==> config.mk <==
export PLATFORM = sky130hd
export DESIGN_NAME = fir_tcdm_reader
export DESIGN_NICKNAME = d
export VERILOG_FILES = /design/src/rtl/fir_tcdm_reader_pkg.sv /design/src/rtl/fir_tcdm_reader_fifo.sv /design/src/rtl/fir_tcdm_reader.sv
export SDC_FILE = /design/constraint.sdc
export NUM_CORES = 1
export LEC_CHECK = 0
export BUFFER_PORTS_ARGS = -buffer_cell sky130_fd_sc_hd__buf_2
export CAP_MARGIN = 25
export CORE_AREA = 2 2 151 153
export CTS_CLUSTER_SIZE = 14
export DETAILED_ROUTE_END_ITERATION = 16
export DIE_AREA = 0 0 153 155
export GPL_TIMING_DRIVEN = 0
export PLACE_DENSITY = 0.8
export SLEW_MARGIN = 20
export SYNTH_ARGS = -nofsm -noshare
export SYNTH_HDL_FRONTEND = slang
export SYNTH_SLANG_ARGS = --single-unit
==> constraint.sdc <==
create_clock -name clk_i -period 3.5 [get_ports clk_i]
set_clock_uncertainty 0.05 [all_clocks]
set_input_delay 0.35 -clock clk_i [delete_from_list [all_inputs] [get_ports clk_i]]
set_output_delay 0.35 -clock clk_i [all_outputs]
set_load 0.02 [all_outputs]
==> src/rtl/fir_tcdm_reader_pkg.sv <==
`default_nettype none
// +-----------------------------------------------------------------------+
// | fir_package: shared types for the FIR TCDM stream reader               |
// | Rev 1.0                                                               |
// +-----------------------------------------------------------------------+
package fir_package;

  localparam int unsigned FIR_ADDR_W      = 32;
  localparam int unsigned FIR_LEN_W       = 16;
  localparam logic [3:0]  FIR_TCDM_BE_ALL = 4'hF;

  typedef enum logic [1:0] {
    IDLE  = 2'd0,
    REQ   = 2'd1,
    DRAIN = 2'd2
  } fir_tcdm_reader_state_e;

  typedef struct packed {
    logic [FIR_ADDR_W-1:0] base;
    logic [FIR_LEN_W-1:0]  len;
    logic [FIR_ADDR_W-1:0] stride;
  } fir_tcdm_reader_ctrl_t;

endpackage
`default_nettype wire

==> src/rtl/fir_tcdm_reader_fifo.sv <==
`default_nettype none
// +-----------------------------------------------------------------------+
// | fir_tcdm_reader_fifo: response buffer with occupancy count for credits |
// | Rev 1.0                                                               |
// +-----------------------------------------------------------------------+
module fir_tcdm_reader_fifo #(
  parameter int unsigned DATA_WIDTH = 32,
  parameter int unsigned DEPTH      = 4
) (
  input  logic                    clk_i,
  input  logic                    rst_ni,
  input  logic                    flush_i,
  input  logic                    push_i,
  input  logic [DATA_WIDTH-1:0]   push_data_i,
  input  logic                    pop_i,
  output logic [DATA_WIDTH-1:0]   pop_data_o,
  output logic                    full_o,
  output logic                    empty_o,
  output logic [$clog2(DEPTH):0]  count_o
);

  localparam int unsigned PTR_W = $clog2(DEPTH);
  localparam int unsigned CNT_W = PTR_W + 1;
  localparam logic [CNT_W-1:0] c_depth = CNT_W'(DEPTH);

  logic [DATA_WIDTH-1:0] r_mem [DEPTH];
  logic [PTR_W-1:0]      r_wr_ptr;
  logic [PTR_W-1:0]      r_rd_ptr;
  logic [CNT_W-1:0]      r_count;
  logic                  w_push;
  logic                  w_pop;

  assign empty_o    = (r_count == '0);
  assign full_o     = (r_count == c_depth);
  assign count_o    = r_count;
  assign pop_data_o = r_mem[r_rd_ptr];

  // A pop frees the slot a same-cycle push needs, so push at full is legal with pop.
  assign w_pop  = pop_i && !empty_o;
  assign w_push = push_i && !flush_i && (!full_o || w_pop);

  always_ff @(posedge clk_i or negedge rst_ni) begin
    if (!rst_ni) begin
      r_wr_ptr <= '0;
      r_rd_ptr <= '0;
      r_count  <= '0;
      r_mem    <= '{default: '0};
    end else if (flush_i) begin
      r_wr_ptr <= '0;
      r_rd_ptr <= '0;
      r_count  <= '0;
    end else begin
      if (w_push) begin
        r_mem[r_wr_ptr] <= push_data_i;
        r_wr_ptr        <= r_wr_ptr + PTR_W'(1);
      end
      if (w_pop) begin
        r_rd_ptr <= r_rd_ptr + PTR_W'(1);
      end
      r_count <= r_count + CNT_W'(w_push) - CNT_W'(w_pop);
    end
  end

endmodule
`default_nettype wire

==> src/rtl/fir_tcdm_reader.sv <==
`default_nettype none
// +-----------------------------------------------------------------------+
// | fir_tcdm_reader: strided TCDM read initiator feeding a valid/ready     |
// | stream. Rev 1.0                                                       |
// +-----------------------------------------------------------------------+
module fir_tcdm_reader
  import fir_package::*;
#(
  parameter int unsigned DATA_WIDTH = 32,
  parameter int unsigned ADDR_WIDTH = 32,
  parameter int unsigned LEN_WIDTH  = 16,
  parameter int unsigned FIFO_DEPTH = 4
) (
  input  logic                  clk_i,
  input  logic                  rst_ni,
  input  logic                  clear_i,
  input  logic                  start_i,
  input  logic [ADDR_WIDTH-1:0] base_addr_i,
  input  logic [LEN_WIDTH-1:0]  len_i,
  input  logic [ADDR_WIDTH-1:0] stride_i,
  output logic                  busy_o,
  output logic                  done_o,
  output logic                  tcdm_req_o,
  input  logic                  tcdm_gnt_i,
  output logic [ADDR_WIDTH-1:0] tcdm_add_o,
  output logic                  tcdm_wen_o,
  output logic [3:0]            tcdm_be_o,
  output logic [DATA_WIDTH-1:0] tcdm_data_o,
  input  logic [DATA_WIDTH-1:0] tcdm_r_data_i,
  input  logic                  tcdm_r_valid_i,
  output logic                  out_valid_o,
  output logic [DATA_WIDTH-1:0] out_data_o,
  input  logic                  out_ready_i
);

  localparam int unsigned CNT_W = $clog2(FIFO_DEPTH) + 1;
  localparam logic [CNT_W:0] c_depth = (CNT_W+1)'(FIFO_DEPTH);

  fir_tcdm_reader_state_e r_state;
  fir_tcdm_reader_state_e w_state_next;
  fir_tcdm_reader_ctrl_t  w_ctrl;

  logic [ADDR_WIDTH-1:0] r_addr;
  logic [ADDR_WIDTH-1:0] r_stride;
  logic [LEN_WIDTH-1:0]  r_remaining;
  logic [CNT_W-1:0]      r_outstanding;
  logic [CNT_W-1:0]      r_discard;
  logic                  r_zero_done;

  logic [CNT_W-1:0]      w_fifo_count;
  logic [CNT_W:0]        w_inflight;
  logic                  w_fifo_empty;
  logic                  w_fifo_full;
  logic                  w_credit;
  logic                  w_gnt;
  logic                  w_rsp;
  logic                  w_drop;
  logic                  w_pop;
  logic                  w_last;
  logic                  w_start;

  assign w_ctrl = '{base: base_addr_i, len: len_i, stride: stride_i};

  assign w_inflight = {1'b0, r_outstanding} + {1'b0, w_fifo_count};
  assign w_credit   = !w_fifo_full && (w_inflight < c_depth);

  assign tcdm_req_o  = (r_state == REQ) && w_credit && !clear_i;
  assign tcdm_add_o  = r_addr;
  assign tcdm_wen_o  = 1'b1;
  assign tcdm_be_o   = FIR_TCDM_BE_ALL;
  assign tcdm_data_o = '0;

  // Responses with nothing outstanding (e.g. after a reset) are ignored.
  assign w_gnt  = tcdm_req_o && tcdm_gnt_i;
  assign w_drop = tcdm_r_valid_i && (r_discard != '0);
  assign w_rsp  = tcdm_r_valid_i && (r_discard == '0) && (r_outstanding != '0);

  assign out_valid_o = !w_fifo_empty;
  assign w_pop       = out_valid_o && out_ready_i;
  assign w_last      = (r_state == DRAIN) && w_pop && (r_outstanding == '0)
                       && (w_fifo_count == CNT_W'(1));
  assign w_start     = (r_state == IDLE) && start_i && !clear_i && (r_discard == '0);

  assign busy_o = (r_state != IDLE);
  assign done_o = w_last || r_zero_done;

  always_comb begin
    w_state_next = r_state;
    if (clear_i) begin
      w_state_next = IDLE;
    end else begin
      case (r_state)
        IDLE:    if (w_start && (len_i != '0)) w_state_next = REQ;
        REQ:     if (w_gnt && (r_remaining == LEN_WIDTH'(1))) w_state_next = DRAIN;
        DRAIN:   if (w_last) w_state_next = IDLE;
        default: w_state_next = IDLE;
      endcase
    end
  end

  always_ff @(posedge clk_i or negedge rst_ni) begin
    if (!rst_ni) begin
      r_state       <= IDLE;
      r_addr        <= '0;
      r_stride      <= '0;
      r_remaining   <= '0;
      r_outstanding <= '0;
      r_discard     <= '0;
      r_zero_done   <= 1'b0;
    end else begin
      r_state     <= w_state_next;
      r_zero_done <= w_start && (len_i == '0);
      if (clear_i) begin
        // A response landing in the clear cycle is flushed here, so it is not owed to discard.
        r_outstanding <= '0;
        r_discard     <= r_discard - CNT_W'(w_drop) + r_outstanding - CNT_W'(w_rsp);
        r_remaining   <= '0;
      end else begin
        r_outstanding <= r_outstanding + CNT_W'(w_gnt) - CNT_W'(w_rsp);
        r_discard     <= r_discard - CNT_W'(w_drop);
        if (w_start) begin
          r_addr      <= w_ctrl.base;
          r_remaining <= w_ctrl.len;
          r_stride    <= w_ctrl.stride;
        end else if (w_gnt) begin
          r_addr      <= r_addr + r_stride;
          r_remaining <= r_remaining - LEN_WIDTH'(1);
        end
      end
    end
  end

  fir_tcdm_reader_fifo #(
    .DATA_WIDTH (DATA_WIDTH),
    .DEPTH      (FIFO_DEPTH)
  ) u_fifo (
    .clk_i       (clk_i),
    .rst_ni      (rst_ni),
    .flush_i     (clear_i),
    .push_i      (w_rsp),
    .push_data_i (tcdm_r_data_i),
    .pop_i       (w_pop),
    .pop_data_o  (out_data_o),
    .full_o      (w_fifo_full),
    .empty_o     (w_fifo_empty),
    .count_o     (w_fifo_count)
  );

endmodule
`default_nettype wire

==> summary.log <==
INFO  status         outcome=completed
INFO  global_route   grt_max_degree=83
INFO  clock_network  cts_num_sinks=224
INFO  worst_setup_path arrival=3.54ns
INFO  drt            detail_route.first_pass.iterations=5
INFO  cells_and_area drive_gt1_frac=0.232
INFO  clock_network  insertion_delay=0.52ns
INFO  power_and_ir_drop power_switching=0.00443W
INFO  sta            layout_min_cycle_time=3.20ns
INFO  power_and_ir_drop p_seq_frac=0.315
INFO  worst_setup_path critical-path-slowest-cell=dfrtp_1
INFO  place          io_buffers=186
INFO  sta            fin_worst_hold_slack=0.0225ns
INFO  hold_path      hp-start=base_addr_i[15]
INFO  sta            grt_setup_unrepaired=no
INFO  cells_and_area final_common_cell=dfrtp_1
INFO  worst_setup_path worstPathCellList=ha_1 > or3_1 > nor3_2 > and2_2 > inv_2 > clkbuf_8 > ha_1 > inv_1 > ha_1 > inv_1 > fa_1 > xnor2_1 > nor2_1
INFO  cells_and_area final_net_count=1,627
INFO  worst_setup_path path_buf_inv=4
INFO  logic_synthesis async_flop_share=1.00
INFO  power_and_ir_drop vdd_ir_drop_max=0.000676V
INFO  worst_setup_path timing.critical_path.max_delay_family=adder cells
INFO  die            chipWidth=153microns
INFO  clock_network  cts_made_buffers=25
INFO  flow_run       cap_viol_max_count=0
INFO  power_and_ir_drop power.static_leakage=7.92nW
INFO  logic_synthesis yosys.cell_types.count=65
INFO  worst_setup_path timing.critical_path.required=3.84ns
INFO  die            core_region_area=22,200squm
INFO  clock_network  htree_num_levels=1
INFO  sta            relSlewSlack=0.400
INFO  global_route   gr_overflow_total=0
INFO  logic_synthesis yosysSeqAreaShare=0.454
INFO  worst_setup_path timing.critical_path.to_type=flop
INFO  clock_network  cts.reportedPaths.clkPinSlew=0.06ns
INFO  global_route   globalRouteTotalUtil=0.272
INFO  place          gp_congestion=0.983
INFO  cells_and_area area_growth_syn_to_layout=23.2%
INFO  logic_synthesis netlist_area=12,300squm
INFO  logic_synthesis synth_top_cell_area_share=0.454
INFO  worst_setup_path criticalPathCategory=flop to flop
INFO  cells_and_area total_area_of_sequential_cells=5610squm
INFO  power_and_ir_drop post_route_total_power=0.0111W
INFO  power_and_ir_drop clockPowerShare=0.242
INFO  logic_synthesis synth_largest_area_cell=dfrtp_1
INFO  logic_synthesis syn_area_per_cell=10.7squm
INFO  clock_network  cts_tree=yes
INFO  logic_synthesis yosys_most_used_dff=dfrtp_1
INFO  die            io-pin-count=224
INFO  cells_and_area multi_input_area=6210squm
INFO  clock_network  clock_root_cell=clkbuf_16
INFO  drt            route.antenna.remaining_nets=0
INFO  worst_setup_path reg2reg_setup_slack=0.30ns
INFO  drt            via_per_inst=5.78
INFO  sta            final-hold-violation-count=0
INFO  logic_synthesis yosys-top-cells-area=dfrtp_1, mux2_1, mux4_2
INFO  die            core.rowCount=55
INFO  drt            routed-via-count=10,175
INFO  cells_and_area diodes=0
INFO  worst_setup_path rr_endpoint=r_outstanding[2]$_DFF_PN0_
INFO  sta            postLayoutSetupSlackWorst=0.301ns
INFO  sta            finalSetupTns=0ns
INFO  worst_setup_path worst_setup_path_start_kind=flop
INFO  worst_setup_path critical_path.max_stage_delay=0.45ns
INFO  die            die_height=155microns
INFO  cells_and_area fillerInstances=1,658
INFO  global_route   antenna_found_initial=0
INFO  sta            finalCritPeriodShare=0.914
INFO  cells_and_area layout_common_cells=dfrtp_1, buf_2, nand2_1
INFO  global_route   grt_pass1_wl=52,400microns
INFO  worst_setup_path max_fanout_on_critical_path=12
INFO  sta            report.final.slew_viol_count=0
INFO  place          detailed_place_hpwl=22,800microns
INFO  sta            report.final.setup_viol=0
INFO  logic_synthesis yosysWarnings=0
INFO  logic_synthesis synthCells=1,156
INFO  worst_setup_path worst_path_most_repeated_cell=ha_1
INFO  die            design.die.area=23,700squm
INFO  worst_setup_path worstRegToRegCells=13
INFO  drt            final_routed_wirelength_across_all_metal_layers=32,800microns
INFO  power_and_ir_drop cell_internal_pwr=0.00663W
INFO  power_and_ir_drop comb_power_share=0.443
INFO  power_and_ir_drop netSwitchingFraction=0.401
INFO  logic_synthesis postSynthRegisterBits=224
INFO  drt            wire_per_inst=18.6microns
INFO  drt            drc_errors=0
INFO  global_route   via_count_of_the_first_global_routing_pass=10,419
INFO  drt            initialDrtViolationCount=526
INFO  sta            worst_pin_slew=0.900ns
INFO  hold_path      worstHoldEndpoint=tcdm_add_o[15]$_DFFE_PN0P_
INFO  sta            max_freq=0.313GHz
INFO  worst_setup_path r2r-start=u_fifo.count_o[2]$_DFF_PN0_
INFO  clock_network  max-clock-path-buffers=3
INFO  die            starting_density_of_the_core=0.555
INFO  hold_path      min-delay-path-class=input pin to flop
INFO  logic_synthesis synth-edff-count=0
INFO  power_and_ir_drop power_per_cell_area=728nW/um^2
INFO  hold_path      whs_path_depth=2
INFO  place          place_ws=-0.341ns
-- kinds of logic (layout without fill, tap and decap cells) --
kind of cell | Yosys count | after routing | synth area share
fa+ha+maj | 52 | 52 | 0.0552
other cells | 2 | 37 | 0.000609
simple gates | 351 | 351 | 0.130
mux | 172 | 172 | 0.185
xor+xnor | 27 | 27 | 0.0192
compound gates | 205 | 205 | 0.103
buf+inv | 123 | 407 | 0.0530
flops | 224 | 224 | 0.454
-- Yosys cell counts (4+ instances only) --
cell      instances
a211oi_1          6
a21o_1           19
a21oi_1          66
a221o_1           4
a31oi_1          19
and2_1            5
and3_1            9
buf_1            10
buf_4            50
clkbuf_1         34
dfrtp_1         224
fa_1              4
ha_1             48
inv_1            25
mux2_1          120
mux2_2           10
mux2i_1          10
mux4_2           32
nand2_1         156
nand2_2           4
nand2b_1          6
nand3_1          25
nand4_1          12
nor2_1           76
nor2b_1           6
nor3_1           15
nor4_1           12
o21ai_0          40
o21ai_1          17
o22ai_1           4
or3_1             8
xnor2_1          17
xor2_1           10
-- power by group through the flow --
stage	clock network [W]	logic (W)	registers, W
floorplan	0	0.00339	0.00361
global placement	0	0.00463	0.00350
detailed placement	0	0.00478	0.00351
CTS	0.00271	0.00485	0.00347
global route	0.00281	0.00541	0.00354
finish	0.00268	0.00490	0.00349
-- how the worst max path moves through the flow --
stage / endpoint / start / depth (start not counted) / slack [ns]
5_1_grt: r_outstanding[2]$_DFF_PN0_ / u_fifo.count_o[2]$_DFF_PN0_ / 13 / 0.09
3_3_place_gp: r_stride[24]$_DFFE_PN0P_ / rst_ni / 1 / -1.79
2_1_floorplan: r_outstanding[2]$_DFF_PN0_ / r_outstanding[2]$_DFF_PN0_ / 14 / 0.06
3_5_place_dp: r_outstanding[2]$_DFF_PN0_ / u_fifo.count_o[2]$_DFF_PN0_ / 14 / -0.34
4_1_cts: r_outstanding[2]$_DFF_PN0_ / r_outstanding[1]$_DFF_PN0_ / 14 / 0.02
6_report: r_outstanding[2]$_DFF_PN0_ / u_fifo.count_o[2]$_DFF_PN0_ / 13 / 0.30
-- per-stage QoR --
stage | instance area (sq um) | util | cells
4_1_cts | 15200 | 0.683 | 1761
2_1_floorplan | 12500 | - | 1191
3_5_place_dp | 13800 | 0.622 | 1665
6_report | 15200 | 0.683 | 1760
3_3_place_gp | 13800 | 0.619 | 1662
5_1_grt | 15200 | 0.683 | 1760
-- flip-flops by register name (all words and copies together), names as in the netlist --
register and flops:
u_fifo.r_wr_ptr 2, r_zero_done 1, r_remaining 16, r_stride 32
tcdm_add_o 32, r_outstanding 3, u_fifo.r_rd_ptr 2, u_fifo.count_o 3
r_discard 3, u_fifo.r_mem 128, r_state 2
-- repair_timing --
item	in CTS	in global routing
setup endpoints to repair	2	1
hold buffers	50	0
hold endpoints to repair	112	0
buffers inserted	0	0
gates resized for setup	5	0
-- metal layers --
metal | track usage | vias to the layer above | part of all wire
met5 | 0 | - | 0
met4 | 0.108 | 0 | 0.034
met3 | 0.0393 | 97 | 0.061
met2 | 0.480 | 399 | 0.50
met1 | 0.340 | 5013 | 0.40
li1 | - | 4666 | -
-- cell type report --
class,instances,share of cell area
buffer,96,0.0370
clock buffer,36,0.0485
clock inverter,10,0.00725
inverter,26,0.00643
multi-input combinational,844,0.409
sequential,224,0.369
tap,285,0.0235
timing repair buffer,239,0.0993
Power figures use the tool's default switching activity.
